## config.mk

```make
export PLATFORM = sky130hd
export DESIGN_NAME = dsp_sweep_ctrl
export DESIGN_NICKNAME = d
export VERILOG_FILES = /design/src/rtl/dsp_sweep_pkg.sv /design/src/rtl/sweep_result_latch.sv /design/src/rtl/dsp_sweep_ctrl.sv
export SDC_FILE = /design/constraint.sdc
export NUM_CORES = 1
export LEC_CHECK = 0
export ABC_CLOCK_PERIOD_IN_PS = 12700
export CORE_AREA = 3 3 269 271
export DETAILED_ROUTE_END_ITERATION = 8
export DIE_AREA = 0 0 272 274
export GPL_TIMING_DRIVEN = 0
export PLACE_DENSITY = 0.58
export SLEW_MARGIN = 25
export SYNTH_ARGS = -nofsm -noshare
export SYNTH_HDL_FRONTEND = slang
export SYNTH_SLANG_ARGS = --single-unit
```

## constraint.sdc

```tcl
create_clock -name clk -period 12.7 [get_ports clk]
set_input_delay 1.905 -clock clk [delete_from_list [all_inputs] [get_ports clk]]
set_output_delay 1.905 -clock clk [all_outputs]
set_load 0.01 [all_outputs]
```

## src/rtl/dsp_sweep_pkg.sv

```systemverilog
// Shared widths and state encoding for the dsp frequency-sweep scheduler.
package dsp_sweep_pkg;

  localparam int unsigned FTW_W    = 32;
  localparam int unsigned IDX_W    = 12;
  localparam int unsigned DEC_W    = 13;
  localparam int unsigned SETTLE_W = 4;

  // Sweep FSM encoding kept as plain constants for compatibility with older tools.
  typedef logic [1:0] state_t;
  localparam state_t StIdle    = 2'd0;
  localparam state_t StSettle  = 2'd1;
  localparam state_t StCapture = 2'd2;
  localparam state_t StHold    = 2'd3;

endpackage

```

## src/rtl/sweep_result_latch.sv

```systemverilog
// Result register bank: one snapshot of the dsp magnitude/phase channels plus
// the point index and tuning word it was taken at.
module sweep_result_latch
  import dsp_sweep_pkg::*;
#(
  parameter int unsigned W_CORDIC = 31
) (
  input  logic                       clk,
  input  logic                       reset,
  input  logic                       load,
  input  logic [IDX_W-1:0]           index_in,
  input  logic [FTW_W-1:0]           ftw_in,
  input  logic [W_CORDIC-1:0]        mag_ref_in,
  input  logic [W_CORDIC-1:0]        mag_a_in,
  input  logic [W_CORDIC-1:0]        mag_b_in,
  input  logic [W_CORDIC-1:0]        mag_c_in,
  input  logic signed [W_CORDIC:0]   phase_ref_in,
  input  logic signed [W_CORDIC:0]   phase_a_in,
  input  logic signed [W_CORDIC:0]   phase_b_in,
  input  logic signed [W_CORDIC:0]   phase_c_in,
  output logic [IDX_W-1:0]           index_out,
  output logic [FTW_W-1:0]           ftw_out,
  output logic [W_CORDIC-1:0]        mag_ref_out,
  output logic [W_CORDIC-1:0]        mag_a_out,
  output logic [W_CORDIC-1:0]        mag_b_out,
  output logic [W_CORDIC-1:0]        mag_c_out,
  output logic signed [W_CORDIC:0]   phase_ref_out,
  output logic signed [W_CORDIC:0]   phase_a_out,
  output logic signed [W_CORDIC:0]   phase_b_out,
  output logic signed [W_CORDIC:0]   phase_c_out
);

  // Capture all channels together on load; hold otherwise.
  always_ff @(posedge clk or posedge reset) begin
    if (reset) begin
      index_out     <= '0;
      ftw_out       <= '0;
      mag_ref_out   <= '0;
      mag_a_out     <= '0;
      mag_b_out     <= '0;
      mag_c_out     <= '0;
      phase_ref_out <= '0;
      phase_a_out   <= '0;
      phase_b_out   <= '0;
      phase_c_out   <= '0;
    end else if (load) begin
      index_out     <= index_in;
      ftw_out       <= ftw_in;
      mag_ref_out   <= mag_ref_in;
      mag_a_out     <= mag_a_in;
      mag_b_out     <= mag_b_in;
      mag_c_out     <= mag_c_in;
      phase_ref_out <= phase_ref_in;
      phase_a_out   <= phase_a_in;
      phase_b_out   <= phase_b_in;
      phase_c_out   <= phase_c_in;
    end
  end

endmodule

```

## src/rtl/dsp_sweep_ctrl.sv

```systemverilog
// Frequency-sweep scheduler: steps the dsp LO through n_steps tuning words,
// discards settle results after each retune, and hands one captured result
// per point to the downstream consumer over a valid/ready port.
module dsp_sweep_ctrl
  import dsp_sweep_pkg::*;
#(
  parameter int unsigned      W_CORDIC    = 31,
  parameter logic [DEC_W-1:0] DEC_DEFAULT = 13'd1000
) (
  input  logic                     clk,
  input  logic                     reset,
  input  logic                     start,
  input  logic                     stop,
  input  logic [FTW_W-1:0]         ftw_start,
  input  logic [FTW_W-1:0]         ftw_step,
  input  logic [IDX_W-1:0]         n_steps,
  input  logic [SETTLE_W-1:0]      settle,
  input  logic [DEC_W-1:0]         decimation_in,
  output logic [FTW_W-1:0]         dds_ftw,
  output logic [DEC_W-1:0]         decimation,
  input  logic                     dsp_strobe,
  input  logic [W_CORDIC-1:0]      dsp_mag_ref,
  input  logic [W_CORDIC-1:0]      dsp_mag_a,
  input  logic [W_CORDIC-1:0]      dsp_mag_b,
  input  logic [W_CORDIC-1:0]      dsp_mag_c,
  input  logic signed [W_CORDIC:0] dsp_phase_ref,
  input  logic signed [W_CORDIC:0] dsp_phase_a,
  input  logic signed [W_CORDIC:0] dsp_phase_b,
  input  logic signed [W_CORDIC:0] dsp_phase_c,
  output logic                     res_valid,
  input  logic                     res_ready,
  output logic [IDX_W-1:0]         res_index,
  output logic [FTW_W-1:0]         res_ftw,
  output logic [W_CORDIC-1:0]      res_mag_ref,
  output logic [W_CORDIC-1:0]      res_mag_a,
  output logic [W_CORDIC-1:0]      res_mag_b,
  output logic [W_CORDIC-1:0]      res_mag_c,
  output logic signed [W_CORDIC:0] res_phase_ref,
  output logic signed [W_CORDIC:0] res_phase_a,
  output logic signed [W_CORDIC:0] res_phase_b,
  output logic signed [W_CORDIC:0] res_phase_c,
  output logic                     busy,
  output logic                     done
);

  state_t              state_q, state_d;
  logic [IDX_W-1:0]    idx_q, idx_d;
  logic [SETTLE_W-1:0] settle_cnt_q, settle_cnt_d;
  logic [FTW_W-1:0]    ftw_q, ftw_d;
  logic [DEC_W-1:0]    dec_q, dec_d;
  logic                res_valid_q, res_valid_d;
  logic                done_q, done_d;
  logic                load;

  // Next-state logic; stop overrides everything, including a same-cycle strobe.
  always_comb begin
    state_d      = state_q;
    idx_d        = idx_q;
    settle_cnt_d = settle_cnt_q;
    ftw_d        = ftw_q;
    dec_d        = dec_q;
    res_valid_d  = res_valid_q;
    done_d       = 1'b0;
    load         = 1'b0;
    if (stop) begin
      state_d     = StIdle;
      res_valid_d = 1'b0;
    end else begin
      unique case (state_q)
        StIdle: begin
          if (start && (n_steps != '0)) begin
            ftw_d        = ftw_start;
            dec_d        = decimation_in;
            idx_d        = '0;
            settle_cnt_d = settle;
            state_d      = (settle == '0) ? StCapture : StSettle;
          end
        end
        StSettle: begin
          if (dsp_strobe) begin
            settle_cnt_d = settle_cnt_q - 1'b1;
            if (settle_cnt_q <= SETTLE_W'(1)) state_d = StCapture;
          end
        end
        StCapture: begin
          if (dsp_strobe) begin
            load        = 1'b1;
            res_valid_d = 1'b1;
            state_d     = StHold;
          end
        end
        StHold: begin
          if (res_valid_q && res_ready) begin
            res_valid_d = 1'b0;
            if (idx_q == n_steps - 1'b1) begin
              done_d  = 1'b1;
              state_d = StIdle;
            end else begin
              idx_d        = idx_q + 1'b1;
              ftw_d        = ftw_q + ftw_step;
              settle_cnt_d = settle;
              state_d      = (settle == '0) ? StCapture : StSettle;
            end
          end
        end
        default: state_d = StIdle;
      endcase
    end
  end

  // Sweep state registers.
  always_ff @(posedge clk or posedge reset) begin
    if (reset) begin
      state_q      <= StIdle;
      idx_q        <= '0;
      settle_cnt_q <= '0;
      ftw_q        <= '0;
      dec_q        <= DEC_DEFAULT;
      res_valid_q  <= 1'b0;
      done_q       <= 1'b0;
    end else begin
      state_q      <= state_d;
      idx_q        <= idx_d;
      settle_cnt_q <= settle_cnt_d;
      ftw_q        <= ftw_d;
      dec_q        <= dec_d;
      res_valid_q  <= res_valid_d;
      done_q       <= done_d;
    end
  end

  assign dds_ftw    = ftw_q;
  assign decimation = dec_q;
  assign res_valid  = res_valid_q;
  assign done       = done_q;
  assign busy       = (state_q != StIdle);

  sweep_result_latch #(
    .W_CORDIC (W_CORDIC)
  ) u_latch (
    .clk           (clk),
    .reset         (reset),
    .load          (load),
    .index_in      (idx_q),
    .ftw_in        (ftw_q),
    .mag_ref_in    (dsp_mag_ref),
    .mag_a_in      (dsp_mag_a),
    .mag_b_in      (dsp_mag_b),
    .mag_c_in      (dsp_mag_c),
    .phase_ref_in  (dsp_phase_ref),
    .phase_a_in    (dsp_phase_a),
    .phase_b_in    (dsp_phase_b),
    .phase_c_in    (dsp_phase_c),
    .index_out     (res_index),
    .ftw_out       (res_ftw),
    .mag_ref_out   (res_mag_ref),
    .mag_a_out     (res_mag_a),
    .mag_b_out     (res_mag_b),
    .mag_c_out     (res_mag_c),
    .phase_ref_out (res_phase_ref),
    .phase_a_out   (res_phase_a),
    .phase_b_out   (res_phase_b),
    .phase_c_out   (res_phase_c)
  );

endmodule

```

==> flow_summary.yaml <==
timing:
  tightest_slew_ns: 0.8053
  finalSetupViolCount: 0
  fin_crit_ns: 4.887
  relSlewSlack: 0.4631
  setup_slack_ns: 7.813
  fin_hold_ws_ns: 0.4577
  fmax_mhz: 204.6
  finalCritPeriodShare: 0.3848
  rsz0062_at_grt: "no"
  finalMaxSlewViolations: 0
  finClkSkew_ns: 0.02018
  timing.final.hold_violations: 0
route:
  drc: 0
  routedWlPerCell_um: 21.04
  firstDrtPassIters: 7
  ant_nets: 0
  wl_mm: 63.04
  vias: 13253
  drtIter0Drc: 734
  vias_per_cell: 4.422
logic_synthesis:
  synth-simple-area-share: 0.07837
  muxShareOfSynthArea: 0.2119
  yosys_warnings: 0
  synth_area_per_cell_um2: 12.61
  synth-edff-count: 0
  synthAdderAreaFrac: 0.02851
  synth-compound-area-share: 0.07299
  synthesis.nets: 1661
  seq_area_frac_synth: 0.5629
  synth_area_mm2: 0.01606
  synthXorXnorAreaFrac: 0.02345
  synth_top_family_by_area: "multiplexers"
  postSynthCellCount: 1274
  synth_cell_types: 64
  synth_flop_cell: "dfrtp_1"
  ys_ff_latch: 361
  synthArstFlopShare: 1.000
clock_tree:
  cts_tree: "built"
  clkSinkCount: 361
  cts.htree.levels: 2
  postCtsSetupBuffers: 0
  cts_root_buf: "clkbuf_16"
  cts_resized: 0
  clock_latency_ns: 0.57
  cts_max_path_buffers: 3
  cts-hold-fix-buffers: 0
  cts_buffers: 45
  clkSlewWorstSetupHoldPaths_ns: 0.06
global_routing:
  grt_antenna_before_repair: 6
  gr-total-overflow: 0
  grt_usage: 0.1621
  grt_max_degree: 94
  grt_pass1_wl_mm: 91.67
  grt_pass1_vias: 14226
min_path:
  holdPathStages: 2
  min_path_type: "flip-flop to flip-flop"
critical_path:
  cp.arrival_ns: 5.29
  r2r_cells: 7
  endpoint_kind: "flip-flop"
  cpPeakStageDelay_ns: 0.51
  critPathBufInv: 3
  cp_max_fo: 10
  cpMaxStageDelayCell: "clkdlybuf4s50_1"
  crit_path_cell_trace: "clkdlybuf4s50_1 -> inv_1 -> ha_1 -> nor4b_4 -> xnor2_1 -> or4_4 -> a2111oi_4 -> o2111ai_2 -> nand2_1 -> clkbuf_1 -> o21ai_0"
  worstSetupPathDepth: 11
  cp.required_ns: 13.11
  crit_family: "simple AND/OR/NAND/NOR gates"
  critPathKind: "primary input to flip-flop"
  crit_path_start_kind: "primary input"
job:
  maxCapViolCount: 0
power_and_ir_drop:
  power_leakage_nw: 10.97
  pwr-share-seq: 0.346
  ir_worst_vdd_v: 0.0001357
  swShare: 0.3239
  powerDensity_mw_per_mm2: 210.5
  pwr-share-clk: 0.238
  p_switching_mw: 1.761
  total_power_mw: 5.436
  p_int_mw: 3.675
  combPwrFrac: 0.416
floorplanning:
  io_pins: 695
  start_util: 0.2294
  die_h_um: 274
  coreArea_mm2: 0.07003
  die-area_mm2: 0.07453
  die_x_um: 272
  rows: 97
finish:
  area_growth_syn_to_layout_pct: 60.75
  instances_no_fill: 2997
  drive_above_1_share: 0.1944
  post-route-util: 0.3687
  final_common_cell: "clkdlybuf4s50_1"
  layout.nets: 2406
  mostFrequentLayoutCells: "clkdlybuf4s50_1 (693), dfrtp_1 (355), mux2_2 (296), nand2_1 (99), clkbuf_1 (60)"
placed_design:
  gp_congestion: 0.8580
  pre_cts_slack_ns: 7.268
  dp.cells: 2912
  hpwl_mm: 50.52
  port_buffers: 693
outcome:
  status: "complete, no violations"
==> logic make-up after synthesis <==
logic type,after synthesis
XOR/XNOR,43
flip-flops,361
adder cells (fa/ha/maj),36
AND/OR/NAND/NOR,265
buffers and inverters,82
multiplexers,303
AO/OA/AOI/OAI,184
==> routing by layer <==
metal  track usage  share of wire  up-vias
li1              -              -     6066
met5             0              0        -
met4       0.05267          0.028        0
met3       0.05618          0.085       82
met1        0.1862           0.38     6631
met2        0.2821           0.51      474
==> power groups by stage <==
| stage | logic [mW] | registers (mW) | clock network, mW |
|---|---|---|---|
| 5_1_grt | 2.42 | 1.94 | 1.39 |
| 4_1_cts | 2.29 | 1.89 | 1.35 |
| 3_5_place_dp | 2.27 | 1.90 | 0 |
| 6_report | 2.26 | 1.88 | 1.29 |
| 2_1_floorplan | 0.754 | 2.06 | 0 |
| 3_3_place_gp | 2.25 | 1.88 | 0 |
==> worst paths after layout <==
| check | start | end | slack [ns] |
|---|---|---|---|
| setup / recovery | n_steps[0] | dds_ftw[11] | 7.81 |
| min in group asynchronous | reset | u_latch.mag_ref_out[10] | 1.73 |
| hold / removal | decimation[5] | decimation[5] | 0.46 |
| setup reg to reg | state_q[1] | u_latch.phase_ref_out[29] | 9.14 |
| hold reg to reg | decimation[5] | decimation[5] | 0.46 |
| max in group asynchronous | reset | decimation[7] | 9.43 |
==> cell type report <==
cell class | instances | area, um2
buffer | 62 | 277.8
clock buffer | 66 | 1336
tap | 940 | 1176
fill | 6875 | 44210
multi-input combinational | 831 | 6674
inverter | 20 | 82.58
antenna | 5 | 12.51
timing repair buffer | 698 | 7058
clock inverter | 14 | 161.4
sequential | 361 | 9041
==> registers in the layout (all words and copies together), names as in the netlist, 2 cells and up <==
register,count
u_latch.mag_b_out,31
idx_q,12
state_q,2
u_latch.ftw_out,32
u_latch.mag_ref_out,31
u_latch.index_out,12
u_latch.phase_a_out,32
dds_ftw,32
u_latch.phase_ref_out,32
u_latch.phase_c_out,32
u_latch.phase_b_out,32
u_latch.mag_a_out,31
decimation,13
u_latch.mag_c_out,31
settle_cnt_q,4
==> tightest hold or removal path, cell delays in order, from the launching register on <==
cell,delay [ns]
dfstp_2,0.36
nand2_1,0.05
nand2_1,0.05
==> Yosys cell counts, types with 2 or more instances <==
library cell | count | area share
o21ai_1 | 2 | 0.00062
nor2_1 | 51 | 0.012
ha_1 | 35 | 0.027
a31oi_1 | 7 | 0.0027
o31a_1 | 2 | 0.0011
nand3_1 | 26 | 0.0081
xor2_1 | 21 | 0.011
mux2_2 | 296 | 0.21
nor3_1 | 25 | 0.0078
or3_1 | 7 | 0.0027
a21boi_0 | 2 | 0.00093
a211o_1 | 4 | 0.0022
nor2b_1 | 8 | 0.0031
dfstp_2 | 6 | 0.0098
inv_1 | 19 | 0.0044
and3_1 | 10 | 0.0039
or2_2 | 3 | 0.0012
o31ai_1 | 5 | 0.0023
buf_4 | 3 | 0.0014
a311oi_1 | 4 | 0.0022
a32oi_1 | 6 | 0.0033
o2111a_1 | 3 | 0.0021
nand3b_1 | 3 | 0.0014
mux2i_1 | 7 | 0.0044
nand4_1 | 10 | 0.0039
nand2_1 | 99 | 0.023
nor4_1 | 5 | 0.0019
a211oi_1 | 6 | 0.0028
clkbuf_1 | 52 | 0.012
a21o_1 | 13 | 0.0061
dfrtp_1 | 355 | 0.55
and2_1 | 4 | 0.0016
o21a_1 | 3 | 0.0014
o21ai_0 | 48 | 0.015
o22ai_1 | 4 | 0.0016
nand2b_1 | 4 | 0.0016
xnor2_1 | 22 | 0.012
buf_6 | 4 | 0.0028
buf_2 | 2 | 0.00062
o211ai_1 | 3 | 0.0014
a21oi_1 | 59 | 0.018
nor3b_1 | 3 | 0.0014
o211a_1 | 2 | 0.0012
==> metrics by stage <==
step | TNS, ns | cell area, um2
finish | 0 | 25820
global route | 0 | 25810
CTS | 0 | 25810
detailed placement | 0 | 24310
global placement | -1435.72 | 24170
floorplan | 0 | 16060
(Power assumes the default switching activity.)
